## config.mk

```make
export PLATFORM = sky130hd
export DESIGN_NAME = alu_pipe_flat
export DESIGN_NICKNAME = d
export VERILOG_FILES = /design/src/rtl/alu_pipe_if.sv /design/src/rtl/alu_pipe.sv /design/src/flat_wrapper.sv
export SDC_FILE = /design/constraint.sdc
export NUM_CORES = 1
export LEC_CHECK = 0
export BUFFER_PORTS_ARGS = -buffer_cell sky130_fd_sc_hd__buf_2
export CAP_MARGIN = 10
export CORE_MARGIN = 5
export CORE_UTILIZATION = 56
export DETAILED_ROUTE_END_ITERATION = 12
export PLACE_DENSITY = 0.79
export SLEW_MARGIN = 20
export SYNTH_ARGS = -nofsm -noshare
export SYNTH_HDL_FRONTEND = slang
export SYNTH_SLANG_ARGS = --single-unit
```

## constraint.sdc

```tcl
create_clock -name clk -period 6.39 [get_ports clk]
set_clock_uncertainty 0.1 [all_clocks]
set_input_delay 1.5975 -clock clk [delete_from_list [all_inputs] [get_ports clk]]
set_output_delay 1.5975 -clock clk [all_outputs]
set_load 0.005 [all_outputs]
```

## src/rtl/alu_pipe_if.sv

```systemverilog
// alu_pipe_if: operand/result handshake bundle for alu_pipe.
// The master side (decode/writeback) drives operands and out_ready; the
// slave side (the ALU) drives in_ready, out_valid, the result and the flags.
interface alu_pipe_if #(
    parameter int WIDTH = 8
);
    logic             in_valid;
    logic             in_ready;
    logic [WIDTH-1:0] a;
    logic [WIDTH-1:0] b;
    logic [2:0]       op;
    logic             out_valid;
    logic             out_ready;
    logic [WIDTH-1:0] result;
    logic             zero;
    logic             carry;
    logic             negative;
    logic             overflow;

    modport master (
        output in_valid, a, b, op, out_ready,
        input  in_ready, out_valid, result, zero, carry, negative, overflow
    );

    modport slave (
        input  in_valid, a, b, op, out_ready,
        output in_ready, out_valid, result, zero, carry, negative, overflow
    );
endinterface

```

## src/rtl/alu_pipe.sv

```systemverilog
// alu_pipe: handshaked WIDTH-bit ALU with registered result and Z/C/N/V flags.
// Ops: 000 ADD, 001 SUB, 010 AND, 011 OR, 100 XOR, 101 SHL, 110 SHR, 111 MUL.
// Optional feature macro ALU_MUL_EN: when defined, op 111 is an iterative
// unsigned shift-add multiply (one multiplier bit per cycle, BUSY state,
// WIDTH+1 cycle latency). When undefined, op 111 passes operand A through
// in a single cycle and no multiplier logic is built.
module alu_pipe #(
    parameter int WIDTH = 8
) (
    input  logic       clk,
    input  logic       rst,
    alu_pipe_if.slave  bus
);

    localparam int CW = $clog2(WIDTH);

    localparam logic [2:0] OP_ADD = 3'b000;
    localparam logic [2:0] OP_SUB = 3'b001;
    localparam logic [2:0] OP_AND = 3'b010;
    localparam logic [2:0] OP_OR  = 3'b011;
    localparam logic [2:0] OP_XOR = 3'b100;
    localparam logic [2:0] OP_SHL = 3'b101;
    localparam logic [2:0] OP_SHR = 3'b110;
    localparam logic [2:0] OP_MUL = 3'b111;

`ifdef ALU_MUL_EN
    typedef enum logic [1:0] {
        ST_IDLE = 2'd0,
        ST_DONE = 2'd1,
        ST_BUSY = 2'd2
    } state_t;
`else
    typedef enum logic [1:0] {
        ST_IDLE = 2'd0,
        ST_DONE = 2'd1
    } state_t;
`endif

    state_t           r_state;
    state_t           w_state_next;
    logic             w_in_ready;
    logic             w_accept;
    logic             w_load_alu;

    // Registered result and flags; all of them move together.
    logic [WIDTH-1:0] r_result;
    logic             r_zero;
    logic             r_carry;
    logic             r_negative;
    logic             r_overflow;

    // Single-cycle datapath, evaluated on the operands presented at accept.
    logic [WIDTH:0]   w_sum;
    logic [WIDTH:0]   w_diff;
    logic [WIDTH:0]   w_shl;
    logic [WIDTH:0]   w_shr;
    logic [CW-1:0]    w_shamt;
    logic [WIDTH-1:0] w_and;
    logic [WIDTH-1:0] w_or;
    logic [WIDTH-1:0] w_xor;
    logic [WIDTH-1:0] w_alu_result;
    logic             w_alu_carry;
    logic             w_alu_ovf;

    // Carry-out / borrow land in bit WIDTH of the extended add/sub.
    assign w_sum   = {1'b0, bus.a} + {1'b0, bus.b};
    assign w_diff  = {1'b0, bus.a} - {1'b0, bus.b};
    assign w_shamt = bus.b[CW-1:0];
    // SHL: the last bit shifted out ends up in bit WIDTH; zero shift leaves it 0.
    assign w_shl   = {1'b0, bus.a} << w_shamt;
    // SHR: the last bit shifted out ends up in bit 0; zero shift leaves it 0.
    assign w_shr   = {bus.a, 1'b0} >> w_shamt;

    genvar gi;
    generate
        for (gi = 0; gi < WIDTH; gi++) begin : g_bitwise
            assign w_and[gi] = bus.a[gi] & bus.b[gi];
            assign w_or[gi]  = bus.a[gi] | bus.b[gi];
            assign w_xor[gi] = bus.a[gi] ^ bus.b[gi];
        end
    endgenerate

    // Select the single-cycle result, carry and signed overflow by opcode.
    always_comb begin
        w_alu_result = '0;
        w_alu_carry  = 1'b0;
        w_alu_ovf    = 1'b0;
        case (bus.op)
            OP_ADD: begin
                w_alu_result = w_sum[WIDTH-1:0];
                w_alu_carry  = w_sum[WIDTH];
                w_alu_ovf    = (bus.a[WIDTH-1] == bus.b[WIDTH-1]) &&
                               (w_sum[WIDTH-1] != bus.a[WIDTH-1]);
            end
            OP_SUB: begin
                w_alu_result = w_diff[WIDTH-1:0];
                w_alu_carry  = w_diff[WIDTH];
                w_alu_ovf    = (bus.a[WIDTH-1] != bus.b[WIDTH-1]) &&
                               (w_diff[WIDTH-1] != bus.a[WIDTH-1]);
            end
            OP_AND: w_alu_result = w_and;
            OP_OR:  w_alu_result = w_or;
            OP_XOR: w_alu_result = w_xor;
            OP_SHL: begin
                w_alu_result = w_shl[WIDTH-1:0];
                w_alu_carry  = w_shl[WIDTH];
            end
            OP_SHR: begin
                w_alu_result = w_shr[WIDTH:1];
                w_alu_carry  = w_shr[0];
            end
`ifdef ALU_MUL_EN
            // Handled by the iterative multiplier; nothing loads from here.
            OP_MUL: w_alu_result = '0;
`else
            // Without the multiplier, op 111 is a pass-through of A.
            OP_MUL: w_alu_result = bus.a;
`endif
            default: w_alu_result = '0;
        endcase
    end

`ifdef ALU_MUL_EN
    // Iterative shift-add multiplier state.
    logic [2*WIDTH-1:0] r_mcand;
    logic [WIDTH-1:0]   r_mplier;
    logic [2*WIDTH-1:0] r_acc;
    logic [CW-1:0]      r_count;
    logic [2*WIDTH-1:0] w_acc_step;
    logic               w_start_mul;
    logic               w_mul_done;

    assign w_acc_step = r_mplier[0] ? (r_acc + r_mcand) : r_acc;
`endif

    assign w_accept = bus.in_valid && w_in_ready;

    // State register.
    always_ff @(posedge clk) begin
        if (rst) begin
            r_state <= ST_IDLE;
        end else begin
            r_state <= w_state_next;
        end
    end

    // Next-state logic, input readiness and datapath load strobes.
    always_comb begin
        w_state_next = r_state;
        w_in_ready   = 1'b0;
        w_load_alu   = 1'b0;
`ifdef ALU_MUL_EN
        w_start_mul  = 1'b0;
        w_mul_done   = 1'b0;
`endif
        case (r_state)
            ST_IDLE: begin
                w_in_ready = 1'b1;
            end
            ST_DONE: begin
                // Result is held until consumed; a new op may enter the same cycle.
                w_in_ready = bus.out_ready;
                if (bus.out_ready && !bus.in_valid) begin
                    w_state_next = ST_IDLE;
                end
            end
`ifdef ALU_MUL_EN
            ST_BUSY: begin
                if (r_count == '0) begin
                    w_mul_done   = 1'b1;
                    w_state_next = ST_DONE;
                end
            end
`endif
            default: begin
                w_state_next = ST_IDLE;
            end
        endcase

        if (w_accept) begin
`ifdef ALU_MUL_EN
            if (bus.op == OP_MUL) begin
                w_start_mul  = 1'b1;
                w_state_next = ST_BUSY;
            end else begin
                w_load_alu   = 1'b1;
                w_state_next = ST_DONE;
            end
`else
            w_load_alu   = 1'b1;
            w_state_next = ST_DONE;
`endif
        end
    end

`ifdef ALU_MUL_EN
    // Multiplier: latch operands at accept, then consume one multiplier bit per BUSY cycle.
    always_ff @(posedge clk) begin
        if (rst) begin
            r_mcand  <= '0;
            r_mplier <= '0;
            r_acc    <= '0;
            r_count  <= '0;
        end else if (w_start_mul) begin
            r_mcand  <= {{WIDTH{1'b0}}, bus.a};
            r_mplier <= bus.b;
            r_acc    <= '0;
            r_count  <= CW'(WIDTH - 1);
        end else if (r_state == ST_BUSY) begin
            r_acc    <= w_acc_step;
            r_mcand  <= r_mcand << 1;
            r_mplier <= r_mplier >> 1;
            r_count  <= r_count - 1'b1;
        end
    end
`endif

    // Result/flag register: loads on a single-cycle accept or multiplier completion, otherwise holds.
    always_ff @(posedge clk) begin
        if (rst) begin
            r_result   <= '0;
            r_zero     <= 1'b0;
            r_carry    <= 1'b0;
            r_negative <= 1'b0;
            r_overflow <= 1'b0;
        end else if (w_load_alu) begin
            r_result   <= w_alu_result;
            r_zero     <= (w_alu_result == '0);
            r_negative <= w_alu_result[WIDTH-1];
            r_carry    <= w_alu_carry;
            r_overflow <= w_alu_ovf;
`ifdef ALU_MUL_EN
        end else if (w_mul_done) begin
            r_result   <= w_acc_step[WIDTH-1:0];
            r_zero     <= (w_acc_step[WIDTH-1:0] == '0);
            r_negative <= w_acc_step[WIDTH-1];
            r_carry    <= |w_acc_step[2*WIDTH-1:WIDTH];
            r_overflow <= 1'b0;
`endif
        end
    end

    assign bus.in_ready  = w_in_ready;
    assign bus.out_valid = (r_state == ST_DONE);
    assign bus.result    = r_result;
    assign bus.zero      = r_zero;
    assign bus.carry     = r_carry;
    assign bus.negative  = r_negative;
    assign bus.overflow  = r_overflow;

endmodule
```

## src/flat_wrapper.sv

```systemverilog
// flat-port wrapper written by rule: the top's interface ports become plain ports
module alu_pipe_flat 
#(
    parameter int WIDTH = 8
)
  (clk, rst, bus_in_valid, bus_a, bus_b, bus_op, bus_out_ready, bus_in_ready, bus_out_valid, bus_result, bus_zero, bus_carry, bus_negative, bus_overflow);
  alu_pipe_if #(.WIDTH(WIDTH)) bus_i ();
  input  logic clk;
  input  logic rst;
  input wire logic [$bits(bus_i.in_valid)-1:0] bus_in_valid;
  input wire logic [$bits(bus_i.a)-1:0] bus_a;
  input wire logic [$bits(bus_i.b)-1:0] bus_b;
  input wire logic [$bits(bus_i.op)-1:0] bus_op;
  input wire logic [$bits(bus_i.out_ready)-1:0] bus_out_ready;
  output wire logic [$bits(bus_i.in_ready)-1:0] bus_in_ready;
  output wire logic [$bits(bus_i.out_valid)-1:0] bus_out_valid;
  output wire logic [$bits(bus_i.result)-1:0] bus_result;
  output wire logic [$bits(bus_i.zero)-1:0] bus_zero;
  output wire logic [$bits(bus_i.carry)-1:0] bus_carry;
  output wire logic [$bits(bus_i.negative)-1:0] bus_negative;
  output wire logic [$bits(bus_i.overflow)-1:0] bus_overflow;
  assign bus_i.in_valid = bus_in_valid;
  assign bus_i.a = bus_a;
  assign bus_i.b = bus_b;
  assign bus_i.op = bus_op;
  assign bus_i.out_ready = bus_out_ready;
  assign bus_in_ready = bus_i.in_ready;
  assign bus_out_valid = bus_i.out_valid;
  assign bus_result = bus_i.result;
  assign bus_zero = bus_i.zero;
  assign bus_carry = bus_i.carry;
  assign bus_negative = bus_i.negative;
  assign bus_overflow = bus_i.overflow;
  alu_pipe #(.WIDTH(WIDTH)) u_core (.clk(clk), .rst(rst), .bus(bus_i));
endmodule
```

# After elaboration in Yosys (flattened, before gate mapping)
# Index checks and enable logic that the tools add are counted.
[totals]
ff_bits = 14
inputBits = 23
[op_classes]
addsub = 2
eq_ne = 15
shifts = 2
muxes = 8
bitwise_logic = 25
n_reduce_logical = 11
[ops]
columns = ["cell", "count"]
rows = [
  ["one-hot mux 8 bit (8 select lines)", 1],
  ["equality test 3 bit (second input constant)", 4],
  ["adder 8 x 8 -> 9 bit", 1],
  ["<< shifter 8 x 3 -> 9 bit", 1],
  ["right shift 9 x 3 -> 9 bit", 1],
  ["subtractor 8 x 8 -> 9 bit", 1],
  ["bitwise AND 1 bit", 8],
  ["zero test 8 bit", 1],
  ["bitwise OR 1 bit", 8],
  ["XOR 1 bit", 8],
  ["equality test 3 x 2 -> 1 bit (second input constant)", 2],
  ["logical AND 1 bit", 4],
  ["!= test 2 x 1 -> 1 bit (second input constant)", 2],
  ["one-hot mux 1 bit (2 select lines)", 2],
  ["one-hot mux 1 bit (4 select lines)", 1],
  ["one-hot mux 2 bit (2 select lines)", 1],
  ["AND reduction 2 bit", 2],
  ["equality test 3 x 1 -> 1 bit (second input constant)", 1],
  ["zero test 3 bit", 1],
  ["!= test 1 bit", 3],
  ["!= test 3 x 1 -> 1 bit (second input constant)", 1],
  ["equality test 2 x 1 -> 1 bit (second input constant)", 1],
  ["zero test 2 bit", 1],
  ["2-to-1 mux 1 bit", 2],
  ["other kinds (5)", 5],
]

# Longest topological paths before layout
[logic_depth]
word_depth = 5
depth_mapped = 11
ltp_nobuf = 10

# Least setup slack after synthesis
# No wires, ideal clock.
[synth_path]
kind = "input -> register"
start = "input port bus_a[0]"
end = "register u_core.r_zero (netlist: u_core.bus.zero)"
setup_time_ps = 84
t_arrival_ps = 3793
slack_ps = 2412
cell_stages = 10
n_path_buf = 0
cell_sequence = "inv_1 -> ha_1 -> fa_1 -> or3b_2 -> a21oi_1 -> a221oi_1 -> a32oi_1 -> or4b_1 -> or4_1 -> o31ai_2"
[synth_via]
elab_chain_cells = 3
elab_cells_between_ends = 9
cone_classes = "add/sub: 2; shift: 2; mux: 1; bitwise: 3; reduce/logical: 1"
[synth_rtl]
columns = ["item", "line_no", "text"]
rows = [
  ["start, declared", "flat_wrapper.sv:11", "input wire logic [$bits(bus_i.a)-1:0] bus_a;"],
  ["subtractor 8 x 8 -> 9 bit (tied with other cells)", "alu_pipe.sv:67", "assign w_diff = {1'b0, bus.a} - {1'b0, bus.b};"],
  ["one-hot mux 8 bit (8 select lines) (*)", "alu_pipe.sv:88", "case (bus.op)"],
  ["zero test 8 bit (*)", "alu_pipe.sv:228", "r_zero <= (w_alu_result == '0);"],
  ["end signal, assigned", "alu_pipe.sv:228", ""],
  ["end, declared", "alu_pipe.sv:47", "logic r_zero;"],
]
# Mark *: on every way between the ends. The rest lies on a longest branch, timed or not.
# A chain may end at the register's enable or synchronous reset.

# Worst setup path after layout
[layout_path]
start = "input port bus_b[0]"
end = "register u_core.r_zero (netlist: u_core.bus.zero)"
[layout_via]
elab_chain_cells = 3
elab_cells_between_ends = 9
cone_classes = "add/sub: 2; shift: 2; mux: 1; bitwise: 3; reduce/logical: 1"
[layout_rtl]
columns = ["item", "line_no", "text"]
rows = [
  ["start, declared", "flat_wrapper.sv:12", "input wire logic [$bits(bus_i.b)-1:0] bus_b;"],
  ["subtractor 8 x 8 -> 9 bit (tied with other cells)", "alu_pipe.sv:67", ""],
  ["one-hot mux 8 bit (8 select lines) (*)", "alu_pipe.sv:88", ""],
  ["zero test 8 bit (*)", "alu_pipe.sv:228", ""],
]
# Marks and branches as above.

==> flow_summary.json <==
{
  "synth_commonest_cells": "nand2_1 (37), ha_1 (25), inv_1 (22)",
  "path_cells": "buf_2 -> inv_1 -> ha_1 -> and4b_1 -> a221oi_1 -> a31oi_1 -> a221oi_2 -> or4b_1 -> or4_1 -> o31ai_2",
  "cts_tree": "built",
  "hold_buffers": 0,
  "min_period_ns": 4.399,
  "p_comb_frac": 0.506,
  "min_period_over_period": 0.6884,
  "worstSetupStartpointType": "input pin",
  "setup_viol_count_final": 0,
  "ys_seq_area_frac": 0.1023,
  "synth_top_cell_by_area": "ha_1",
  "path_max_fanout": 24,
  "core_area_mm2": 0.004029,
  "clkTransAtPathRegs_ns": 0.05,
  "arrival_ns": 4.46,
  "critical-path-max-stage-delay_ns": 0.47,
  "relSlewSlack": 0.5047,
  "synth_warnings": 0,
  "drive_gt1_frac": 0.1621,
  "drtPass1Iterations": 4,
  "grt_overflow": 0,
  "cts_resized": 0,
  "pin_count": 37,
  "cts-root-buf": "clkbuf_8",
  "r2r_start": "u_core.r_state[0]",
  "swShare": 0.3882,
  "routedWlPerCell_um": 17.60,
  "p_leak_uw": 0.001104,
  "netlist_area_mm2": 0.002347,
  "synth_cells": 311,
  "synth_cell_types": 60,
  "synth_nets": 361,
  "synth_top_area_frac": 0.1333,
  "finalHoldViolations": 0,
  "rsz0062_at_grt": "false",
  "rows": 23,
  "drc": 0,
  "gp_congestion": 0.9285,
  "clkLatencyLatePin_ns": 0.24,
  "async_reset_ff_frac": 0,
  "ir_worst_vdd_uv": 67.31,
  "pwr-share-seq": 0.249,
  "grt_pass1_vias": 2243,
  "place_area_mm2": 0.002479,
  "grt_usage": 0.2436,
  "r2r_end": "u_core.bus.zero",
  "internal_power_uw": 204.3,
  "setup.worst_path.end": "u_core.bus.zero",
  "whs_path_depth": 2,
  "clkPwrFrac": 0.245,
  "io_buffers": 36,
  "dp_hpwl_mm": 5.151,
  "numCtsBuffers": 3,
  "synth_edf_count": 0,
  "endpoint_kind": "register",
  "area_delta_synth_final_pct": 7.942,
  "final_area_mm2": 0.002534,
  "avgSynthCellArea_um2": 7.547,
  "clockBufferDepth": 2,
  "tns_ns": 0,
  "htreeDepth": 1,
  "num_vias": 2477,
  "slew_violations": 0,
  "synthFlopType": "dfxtp_1",
  "rrSetupSlack_ns": 4.41,
  "crit_start": "bus_b[0]",
  "grt_max_degree": 29,
  "maxCapViolCount": 0,
  "grt_pass1_wl_mm": 10.93,
  "fmax_mhz": 227.3,
  "finalNetCount": 378,
  "p_per_area_mw_per_mm2": 131.8,
  "outcome": "finished, final reports clean",
  "critPathRequiredTime_ns": 6.45,
  "ys_seq_elements": 12,
  "drt_iter0_markers": 261,
  "synth.most_common_cell": "nand2_1",
  "crit_slowest_cell": "or4b_1",
  "power.switching_uw": 129.6,
  "num_antenna_cells": 0,
  "floorplan.initialDensity": 0.5826,
  "routed_wl_mm": 6.636,
  "tightest_slew_ns": 0.7373,
  "clkSinkCount": 12,
  "grt_antenna_before_repair": 0,
  "dieHeight_um": 74.74,
  "ant_nets": 0,
  "cts_setup_buffers": 0,
  "vias_per_cell": 6.570,
  "fp.dieW_um": 74.74,
  "r2r.worst_path.cells": 5,
  "worst-setup-path-type": "in -> reg",
  "die-area_mm2": 0.005586,
  "hp-class": "reg -> reg",
  "synthTopCellsByArea": "ha_1 (13%), dfxtp_1 (10%), nand2_1 (5.9%), mux4_2 (5.8%), a21oi_1 (4.5%)"
}
worst min path at each step:
stage                         startpoint  slack, ns                    to
CTS                 u_core.bus.result[4]       0.35  u_core.bus.result[4]
detailed placement  u_core.bus.result[4]       0.34  u_core.bus.result[4]
global placement    u_core.bus.result[6]       0.34  u_core.bus.result[6]
finish              u_core.bus.result[4]       0.35  u_core.bus.result[4]
global route         u_core.bus.overflow       0.38   u_core.bus.overflow
floorplan            u_core.bus.overflow       0.35   u_core.bus.overflow
critical path, delay by kind of cell:
kind,cells,cell delay [ns]
fa+ha+maj,1,0.29
buf+inv,2,0.62
simple gates,3,1.09
compound gates,4,0.86
registers in the layout, indices dropped and copies added (netlist names):
signal / cells
u_core.bus.overflow: 1
u_core.r_state: 1
u_core.bus.result: 8
u_core.bus.zero: 1
u_core.bus.carry: 1
layout make-up:
| cell class | instances | area [µm²] |
|---|---|---|
| Sequential cell | 12 | 240.2 |
| Inverter | 24 | 90.09 |
| Timing Repair Buffer | 38 | 195.2 |
| Fill cell | 384 | 1495 |
| Multi-Input combinational cell | 249 | 1891 |
| Clock buffer | 4 | 55.05 |
| Tap cell | 50 | 62.56 |
power by group through the flow:
stage	clock (µW)	sequential [µW]	combinational, µW
detailed placement	0	84.7	166
global route	86.2	83.6	187
CTS	82.7	83.2	166
global placement	0	84.3	164
finish	81.8	83.1	169
floorplan	0	85.3	121
through the flow:
step	hold WS [ns]	utilization	power (µW)	instances	setup WS (ns)
after CTS	0.3510	0.6289	332.1	377	2.025
after global routing	0.3809	0.6289	357.0	377	1.803
final	0.3499	0.6289	333.9	377	1.991
after floorplan	0.3527	-	206.4	311	2.412
after global placement	0.3398	0.6152	248.3	373	1.813
after detailed placement	0.3437	0.6152	250.2	373	1.790
placed cells by master, fill, tap and decap left out, types with 4 or more instances in the layout:
cell | Yosys | layout
nand2b_1 | 11 | 11
mux2i_1 | 6 | 6
nand2_1 | 37 | 37
nand3b_1 | 4 | 4
inv_1 | 22 | 22
mux4_2 | 6 | 6
a211oi_1 | 7 | 7
ha_1 | 25 | 25
a22oi_1 | 4 | 4
nand3_1 | 4 | 4
buf_2 | 5 | 36
o211ai_1 | 5 | 5
o22ai_1 | 4 | 4
a221oi_1 | 5 | 5
nor2_1 | 20 | 20
nor3_1 | 8 | 8
o21ai_0 | 14 | 14
clkbuf_8 | 0 | 4
and2_1 | 4 | 4
nor2b_1 | 5 | 5
a21oi_1 | 21 | 21
dfxtp_1 | 12 | 12
logic make-up after synthesis:
family	share of synthesized area
flops	0.1023
xor+xnor	0.007464
compound gates	0.2942
buf+inv	0.09222
mux	0.1215
simple gates	0.2319
fa+ha+maj	0.1503
metal layers:
layer,wire length [µm],GRT usage,up-vias
met5,0,0,-
met4,228,0.08300,0
met3,615,0.01736,24
met2,3012,0.3971,127
met1,2779,0.3409,1136
li1,-,-,1190
(Power assumes the default switching activity.)
